==> src/rtl/hazard_ctrl_if.sv <==
// Signal bundle between the RV32 pipeline datapath and the hazard controller.
// The datapath side is the master and the controller is the slave.
interface hazard_ctrl_if #(
    parameter int REG_AW = 5,
    parameter int CNT_W  = 32
);
    logic [REG_AW-1:0] Rs1D;
    logic [REG_AW-1:0] Rs2D;
    logic              IsMdD;
    logic [REG_AW-1:0] Rs1E;
    logic [REG_AW-1:0] Rs2E;
    logic [REG_AW-1:0] RdE;
    logic              MemReadE;
    logic              MdStartE;
    logic              PCSrcE;
    logic              ExtFlush;
    logic [REG_AW-1:0] RdM;
    logic              RegWriteM;
    logic [REG_AW-1:0] RdW;
    logic              RegWriteW;
    logic [1:0]        ForwardAE;
    logic [1:0]        ForwardBE;
    logic              StallF;
    logic              StallD;
    logic              FlushD;
    logic              FlushE;
    logic              MdBusy;
    logic [CNT_W-1:0]  StallCount;

    modport master (
        output Rs1D, Rs2D, IsMdD, Rs1E, Rs2E, RdE, MemReadE, MdStartE,
               PCSrcE, ExtFlush, RdM, RegWriteM, RdW, RegWriteW,
        input  ForwardAE, ForwardBE, StallF, StallD, FlushD, FlushE,
               MdBusy, StallCount
    );

    modport slave (
        input  Rs1D, Rs2D, IsMdD, Rs1E, Rs2E, RdE, MemReadE, MdStartE,
               PCSrcE, ExtFlush, RdM, RegWriteM, RdW, RegWriteW,
        output ForwardAE, ForwardBE, StallF, StallD, FlushD, FlushE,
               MdBusy, StallCount
    );
endinterface

==> src/rtl/hazard_ctrl.sv <==
// Hazard controller for the 5-stage RV32 core: forwarding, load-use stall,
// flushes, a one-entry MUL/DIV scoreboard and a saturating stall counter.
module hazard_ctrl #(
    parameter int REG_AW     = 5,
    parameter int MD_LATENCY = 4,
    parameter int CNT_W      = 32
) (
    input  logic          clk,
    input  logic          rst,
    hazard_ctrl_if.slave  hif
);
    localparam int MDC_W = $clog2(MD_LATENCY) + 1;

    logic              md_busy_q, md_busy_d;
    logic [MDC_W-1:0]  md_cnt_q,  md_cnt_d;
    logic [REG_AW-1:0] md_rd_q,   md_rd_d;
    logic [CNT_W-1:0]  stall_cnt_q, stall_cnt_d;

    logic lw_stall_s;
    logic md_raw_s;
    logic md_struct_s;
    logic stall_s;
    logic stall_d_s;

    function automatic logic [1:0] fwd_sel(
        input logic [REG_AW-1:0] rs,
        input logic              wr_m,
        input logic [REG_AW-1:0] rd_m,
        input logic              wr_w,
        input logic [REG_AW-1:0] rd_w
    );
        logic [1:0] sel;
        if (wr_m && (rd_m != {REG_AW{1'b0}}) && (rd_m == rs)) begin
            sel = 2'b10;
        end else if (wr_w && (rd_w != {REG_AW{1'b0}}) && (rd_w == rs)) begin
            sel = 2'b01;
        end else begin
            sel = 2'b00;
        end
        return sel;
    endfunction

    assign hif.ForwardAE = fwd_sel(hif.Rs1E, hif.RegWriteM, hif.RdM, hif.RegWriteW, hif.RdW);
    assign hif.ForwardBE = fwd_sel(hif.Rs2E, hif.RegWriteM, hif.RdM, hif.RegWriteW, hif.RdW);

    // Decode-stage hazard detection; x0 as a destination never creates a dependency.
    always_comb begin
        lw_stall_s  = hif.MemReadE && (hif.RdE != {REG_AW{1'b0}}) &&
                      ((hif.RdE == hif.Rs1D) || (hif.RdE == hif.Rs2D));
        md_raw_s    = md_busy_q && (md_rd_q != {REG_AW{1'b0}}) &&
                      ((md_rd_q == hif.Rs1D) || (md_rd_q == hif.Rs2D));
        md_struct_s = md_busy_q && hif.IsMdD;
        stall_s     = lw_stall_s || md_raw_s || md_struct_s;
        stall_d_s   = stall_s && !hif.ExtFlush;
    end

    assign hif.StallF     = stall_d_s;
    assign hif.StallD     = stall_d_s;
    assign hif.FlushD     = hif.PCSrcE || hif.ExtFlush;
    assign hif.FlushE     = stall_s || hif.PCSrcE || hif.ExtFlush;
    assign hif.MdBusy     = md_busy_q;
    assign hif.StallCount = stall_cnt_q;

    // Scoreboard next state: a flush cancels, a busy unit counts down, an idle unit accepts an issue.
    always_comb begin
        md_busy_d = md_busy_q;
        md_cnt_d  = md_cnt_q;
        md_rd_d   = md_rd_q;
        if (hif.ExtFlush) begin
            md_busy_d = 1'b0;
            md_cnt_d  = {MDC_W{1'b0}};
        end else if (md_busy_q) begin
            if (md_cnt_q == {MDC_W{1'b0}}) begin
                md_busy_d = 1'b0;
            end else begin
                md_cnt_d = md_cnt_q - MDC_W'(1);
            end
        end else if (hif.MdStartE) begin
            md_busy_d = 1'b1;
            md_cnt_d  = MDC_W'(MD_LATENCY - 1);
            md_rd_d   = hif.RdE;
        end else begin
            md_busy_d = md_busy_q;
        end
    end

    // Stall performance counter, pinned at all-ones once saturated.
    always_comb begin
        stall_cnt_d = stall_cnt_q;
        if (stall_d_s && (stall_cnt_q != {CNT_W{1'b1}})) begin
            stall_cnt_d = stall_cnt_q + CNT_W'(1);
        end else begin
            stall_cnt_d = stall_cnt_q;
        end
    end

    // State registers with synchronous reset.
    always_ff @(posedge clk) begin
        if (rst) begin
            md_busy_q   <= 1'b0;
            md_cnt_q    <= {MDC_W{1'b0}};
            md_rd_q     <= {REG_AW{1'b0}};
            stall_cnt_q <= {CNT_W{1'b0}};
        end else begin
            md_busy_q   <= md_busy_d;
            md_cnt_q    <= md_cnt_d;
            md_rd_q     <= md_rd_d;
            stall_cnt_q <= stall_cnt_d;
        end
    end
endmodule

==> src/flat_wrapper.sv <==
// flat-port wrapper written by rule: the top's interface ports become plain ports
module hazard_ctrl_flat 
#(
    parameter int REG_AW     = 5,
    parameter int MD_LATENCY = 4,
    parameter int CNT_W      = 32
)
  (clk, rst, hif_Rs1D, hif_Rs2D, hif_IsMdD, hif_Rs1E, hif_Rs2E, hif_RdE, hif_MemReadE, hif_MdStartE, hif_PCSrcE, hif_ExtFlush, hif_RdM, hif_RegWriteM, hif_RdW, hif_RegWriteW, hif_ForwardAE, hif_ForwardBE, hif_StallF, hif_StallD, hif_FlushD, hif_FlushE, hif_MdBusy, hif_StallCount);
  hazard_ctrl_if #(.REG_AW(REG_AW), .CNT_W(CNT_W)) hif_i ();
  input  logic clk;
  input  logic rst;
  input wire logic [$bits(hif_i.Rs1D)-1:0] hif_Rs1D;
  input wire logic [$bits(hif_i.Rs2D)-1:0] hif_Rs2D;
  input wire logic [$bits(hif_i.IsMdD)-1:0] hif_IsMdD;
  input wire logic [$bits(hif_i.Rs1E)-1:0] hif_Rs1E;
  input wire logic [$bits(hif_i.Rs2E)-1:0] hif_Rs2E;
  input wire logic [$bits(hif_i.RdE)-1:0] hif_RdE;
  input wire logic [$bits(hif_i.MemReadE)-1:0] hif_MemReadE;
  input wire logic [$bits(hif_i.MdStartE)-1:0] hif_MdStartE;
  input wire logic [$bits(hif_i.PCSrcE)-1:0] hif_PCSrcE;
  input wire logic [$bits(hif_i.ExtFlush)-1:0] hif_ExtFlush;
  input wire logic [$bits(hif_i.RdM)-1:0] hif_RdM;
  input wire logic [$bits(hif_i.RegWriteM)-1:0] hif_RegWriteM;
  input wire logic [$bits(hif_i.RdW)-1:0] hif_RdW;
  input wire logic [$bits(hif_i.RegWriteW)-1:0] hif_RegWriteW;
  output wire logic [$bits(hif_i.ForwardAE)-1:0] hif_ForwardAE;
  output wire logic [$bits(hif_i.ForwardBE)-1:0] hif_ForwardBE;
  output wire logic [$bits(hif_i.StallF)-1:0] hif_StallF;
  output wire logic [$bits(hif_i.StallD)-1:0] hif_StallD;
  output wire logic [$bits(hif_i.FlushD)-1:0] hif_FlushD;
  output wire logic [$bits(hif_i.FlushE)-1:0] hif_FlushE;
  output wire logic [$bits(hif_i.MdBusy)-1:0] hif_MdBusy;
  output wire logic [$bits(hif_i.StallCount)-1:0] hif_StallCount;
  assign hif_i.Rs1D = hif_Rs1D;
  assign hif_i.Rs2D = hif_Rs2D;
  assign hif_i.IsMdD = hif_IsMdD;
  assign hif_i.Rs1E = hif_Rs1E;
  assign hif_i.Rs2E = hif_Rs2E;
  assign hif_i.RdE = hif_RdE;
  assign hif_i.MemReadE = hif_MemReadE;
  assign hif_i.MdStartE = hif_MdStartE;
  assign hif_i.PCSrcE = hif_PCSrcE;
  assign hif_i.ExtFlush = hif_ExtFlush;
  assign hif_i.RdM = hif_RdM;
  assign hif_i.RegWriteM = hif_RegWriteM;
  assign hif_i.RdW = hif_RdW;
  assign hif_i.RegWriteW = hif_RegWriteW;
  assign hif_ForwardAE = hif_i.ForwardAE;
  assign hif_ForwardBE = hif_i.ForwardBE;
  assign hif_StallF = hif_i.StallF;
  assign hif_StallD = hif_i.StallD;
  assign hif_FlushD = hif_i.FlushD;
  assign hif_FlushE = hif_i.FlushE;
  assign hif_MdBusy = hif_i.MdBusy;
  assign hif_StallCount = hif_i.StallCount;
  hazard_ctrl #(.REG_AW(REG_AW), .MD_LATENCY(MD_LATENCY), .CNT_W(CNT_W)) u_core (.clk(clk), .rst(rst), .hif(hif_i));
endmodule
==> config.mk <==
export PLATFORM = sky130hd
export DESIGN_NAME = hazard_ctrl_flat
export DESIGN_NICKNAME = d
export VERILOG_FILES = /design/src/rtl/hazard_ctrl_if.sv /design/src/rtl/hazard_ctrl.sv /design/src/flat_wrapper.sv
export SDC_FILE = /design/constraint.sdc
export NUM_CORES = 1
export LEC_CHECK = 0
export BUFFER_PORTS_ARGS = -buffer_cell sky130_fd_sc_hd__clkbuf_2
export CAP_MARGIN = 20
export CORE_ASPECT_RATIO = 1.25
export CORE_MARGIN = 5
export CORE_UTILIZATION = 51
export CTS_CLUSTER_DIAMETER = 30
export DETAILED_ROUTE_END_ITERATION = 8
export MAX_ROUTING_LAYER = met4
export PLACE_DENSITY = 0.81
export SETUP_SLACK_MARGIN = 0.1
export SLEW_MARGIN = 20
export SYNTH_ARGS = -nofsm -noshare
export SYNTH_HDL_FRONTEND = slang
export SYNTH_SLANG_ARGS = --single-unit
==> constraint.sdc <==
create_clock -name clk -period 2.5 [get_ports clk]
set_clock_uncertainty 0.1 [all_clocks]
set_input_delay 0.25 -clock clk [delete_from_list [all_inputs] [get_ports clk]]
set_output_delay 0.25 -clock clk [all_outputs]
set_load 0.05 [all_outputs]
==> parameters.txt <==
Parameter                              Value

Synthesis
  Most instantiated library cell after synthesis    sky130_fd_sc_hd__dfxtp_1
  Synth top area cells    sky130_fd_sc_hd__dfxtp_1 (32%), sky130_fd_sc_hd__xnor2_1 (8.2%), sky130_fd_sc_hd__xor2_1 (7.5%)
  Post-synthesis instance total    307
  Number of enable flip-flop cells after synthesis    0
  Top cells by instance count after synthesis    sky130_fd_sc_hd__dfxtp_1 (41), sky130_fd_sc_hd__a21oi_1 (25), sky130_fd_sc_hd__nor2_1 (25)
  Largest area contributor in the netlist    sky130_fd_sc_hd__dfxtp_1
  Top-area cell type share of the netlist area    0.320
  Cell area after technology mapping    2560 µm²
  Synthesized Nets    354
  Syn_area_per_cell    8.35 µm²
  Yosys Warn Count    0
  Commonest register cell after synthesis    sky130_fd_sc_hd__dfxtp_1
  Number of unique standard cell types used by synthesis    42
  Proportion of synthesized chip area in sequential cells    0.320
  Async S/R FF share, synth    0
  Count of state elements after synthesis    41

Placed design
  Post-placement cell area    3130 µm²
  Worst Setup Slack post-DPL    0.0891 ns
  Count of input and output buffers    84
  Number of cells in the design after placement    446
  Placer's final routability congestion estimate    0.883
  HPWL after DPL    5140 µm

Hold path
  Hold Crit Depth    3
  Hold/Removal Path Class    input port to flop
  Worst Min Path Start    hif_RdE[3]

Timing
  Max frequency    409 MHz
  Period Utilization, post-route    0.977
  Final-report setup violation count    0
  Crit path time final    2.44 ns
  Max-slew violation count    0
  Measured slew at the worst slew-check pin    0.826 ns
  Final sum of negative setup slack    0 ns
  Final critical-path setup slack    0.0569 ns
  Number of hold violations in the final report    0
  RSZ-0062 raised after global routing    true
  Slew headroom    0.449

Power and ir drop
  Leak    1.33 nW
  Gate power share    0.181
  Clock share of power    0.326
  Net switching fraction of the power    0.275
  Sequential Power Share    0.493
  Total power divided by cell area    405 nW/µm²
  Sw Pwr    0.000373 W
  Cell-internal power    0.000985 W
  Maximum vdd ir drop    273 µV

Drt
  Number of remaining DRC errors    0
  Ratio of routed vias to standard cells    5.73
  Detailed-route wire length per cell    14.9 µm
  Initial DRT Pass Iterations    4
  Post-route ant nets    0
  Routed Wire Length    6820 µm
  Routed vias    2625
  Detailed router's first-iteration violation count    101

Global routing
  Number of antenna violations at the first check in global routing    0
  Wire length of the first global-routing pass    11000 µm
  All-layer global routing usage    0.219
  Largest net degree at the start of global routing    41
  Vias in the first global route    2603
  Leftover overflow at the end of global routing    0

Floorplanning
  Boundary Pins    85
  Die outline height    89.3 µm
  Core area    4800 µm²
  Starting Density    0.534
  Die Footprint    6550 µm²
  Die Width    73.4 µm
  Placement Rows    28

Setup path
  Worst reg2reg path startpoint    u_core.md_rd_q[1]$_SDFFE_PP0P_
  Endpoint type of the worst setup path    primary output
  Critical path class    flop to primary output
  Critical Path AT    2.09 ns
  Number of cell instances on the worst register-to-register path    9
  Req. time, crit path    2.15 ns
  Largest fanout of any net on the critical path    3
  Critical path startpoint category    flop
  Beginning of the critical path    u_core.md_rd_q[1]$_SDFFE_PP0P_

Cells and area
  Number of diodes added for antenna fixing    0
  Number of cells in the finished layout apart from fillers    458
  Number of fill cells in the layout    391
  Fraction of layout cells with a size suffix above 1    0.359
  Post-Layout Inst Area    3350 µm²
  Final-stage net count    445
  Area grow syn2layout    30.8%

Outcome
  Result of the run    finished, final reports clean

Clocking
  Clock-pin slew reported for the worst setup and hold paths after clock tree synthesis    0.07 ns
  CTS root buf    sky130_fd_sc_hd__clkbuf_8
  CTS tree    built
  CTS HTree Levels    2
  Clock network latency to the later pin of the worst-skew pair    0.30 ns
  Largest buffer count on any clock path    2
  Clock buffers created by TritonCTS    5
  Sinks on the clock net    41

Job
  Total of max-cap violations    0
## critical path: stages (launching register included)
cell                      delay, ns
sky130_fd_sc_hd__dfxtp_2       0.33
sky130_fd_sc_hd__or4_4         0.54
sky130_fd_sc_hd__nor2_4        0.17
sky130_fd_sc_hd__nor4_4        0.08
sky130_fd_sc_hd__o31ai_4       0.25
sky130_fd_sc_hd__and2_4        0.22
sky130_fd_sc_hd__nand2_2       0.06
sky130_fd_sc_hd__buf_8         0.15
## layer usage
layer  track usage  vias up  routed length (µm)
met5             -        -                   0
met4        0.0972        0                 138
met3        0.0427       15                 387
met2         0.387       79                3590
met1         0.235     1240                2700
li1              -     1291                   -
## power groups by stage
stage | Combinational, W | Sequential, W | Clock (W)
finish | 0.000246 | 0.000669 | 0.000443
global route | 0.000267 | 0.000670 | 0.000477
CTS | 0.000238 | 0.000669 | 0.000452
detailed placement | 0.000217 | 0.000684 | 0
global placement | 0.000211 | 0.000684 | 0
floorplan | 0.000132 | 0.000687 | 0
## registers in the layout, summed over array words and instances, names as in the netlist
register and flops:
u_core.md_rd_q 5, u_core.hif.MdBusy 1, u_core.hif.StallCount 32, u_core.md_cnt_q 3
## stage by stage
| stage | hold slack, ns | total power [W] | util |
|---|---|---|---|
| global placement | 0.369 | 0.000894 | 0.652 |
| global route | 0.196 | 0.00141 | 0.698 |
| finish | 0.170 | 0.00136 | 0.698 |
| detailed placement | 0.373 | 0.000901 | 0.652 |
| CTS | 0.173 | 0.00136 | 0.691 |
| floorplan | 0.297 | 0.000819 | - |
## timing repair
item                                    4_1_cts  5_1_grt
buffers inserted                              5        0
hold buffers                                  0        0
resized for setup                            16       10
pin swaps                                     4        6
endpoints found under the setup margin        4       32
## final timing paths
| kind | to | slack (ns) |
|---|---|---|
| worst min-delay path | u_core.md_rd_q[3]$_SDFFE_PP0P_ | 0.17 |
| worst max register to register | u_core.hif.StallCount[31]$_SDFFE_PP0P_ | 0.12 |
| worst min register to register | u_core.md_cnt_q[0]$_SDFFE_PP0P_ | 0.38 |
| worst max-delay path | hif_FlushE | 0.06 |
## cell families after synthesis
kind of cell | count (synthesis) | synth area share
flops | 41 | 0.320
buf+inv | 18 | 0.0337
compound gates | 60 | 0.151
xor+xnor | 46 | 0.157
fa+ha+maj | 3 | 0.0146
simple gates | 131 | 0.288
mux | 8 | 0.0356
## layout make-up
type                       instances  area, µm²  area share
clock buffer                       7       86.3      0.0258
tap                               60       75.1      0.0224
inverter                           6       22.5     0.00672
timing repair buffer              96        553       0.165
multi-input combinational        248       1780       0.530
sequential                        41        837       0.250
## cells in the final DEF (no fill, tap or decap), types with 3 or more instances in the layout
cell type,count
sky130_fd_sc_hd__clkbuf_2,81
sky130_fd_sc_hd__dfxtp_1,28
sky130_fd_sc_hd__xnor2_1,23
sky130_fd_sc_hd__nor2_1,23
sky130_fd_sc_hd__a21oi_1,23
sky130_fd_sc_hd__xor2_1,22
sky130_fd_sc_hd__nand3_1,19
sky130_fd_sc_hd__o21ai_0,15
sky130_fd_sc_hd__nand2_1,15
sky130_fd_sc_hd__dfxtp_2,13
sky130_fd_sc_hd__or3_1,12
sky130_fd_sc_hd__buf_4,11
sky130_fd_sc_hd__or4_1,9
sky130_fd_sc_hd__inv_1,6
sky130_fd_sc_hd__and4_1,6
sky130_fd_sc_hd__and3_1,6
sky130_fd_sc_hd__nand2b_1,6
sky130_fd_sc_hd__clkbuf_8,6
sky130_fd_sc_hd__nand4_1,5
sky130_fd_sc_hd__nor2b_1,5
sky130_fd_sc_hd__mux2i_1,5
sky130_fd_sc_hd__nor3_1,4
sky130_fd_sc_hd__and2_1,4
sky130_fd_sc_hd__a211oi_1,4
sky130_fd_sc_hd__o31ai_1,4
sky130_fd_sc_hd__nor4_2,3
sky130_fd_sc_hd__nor4_4,3
sky130_fd_sc_hd__a31o_2,3
sky130_fd_sc_hd__ha_1,3
sky130_fd_sc_hd__buf_8,3
Note: power is estimated with default switching activity, not from simulation.
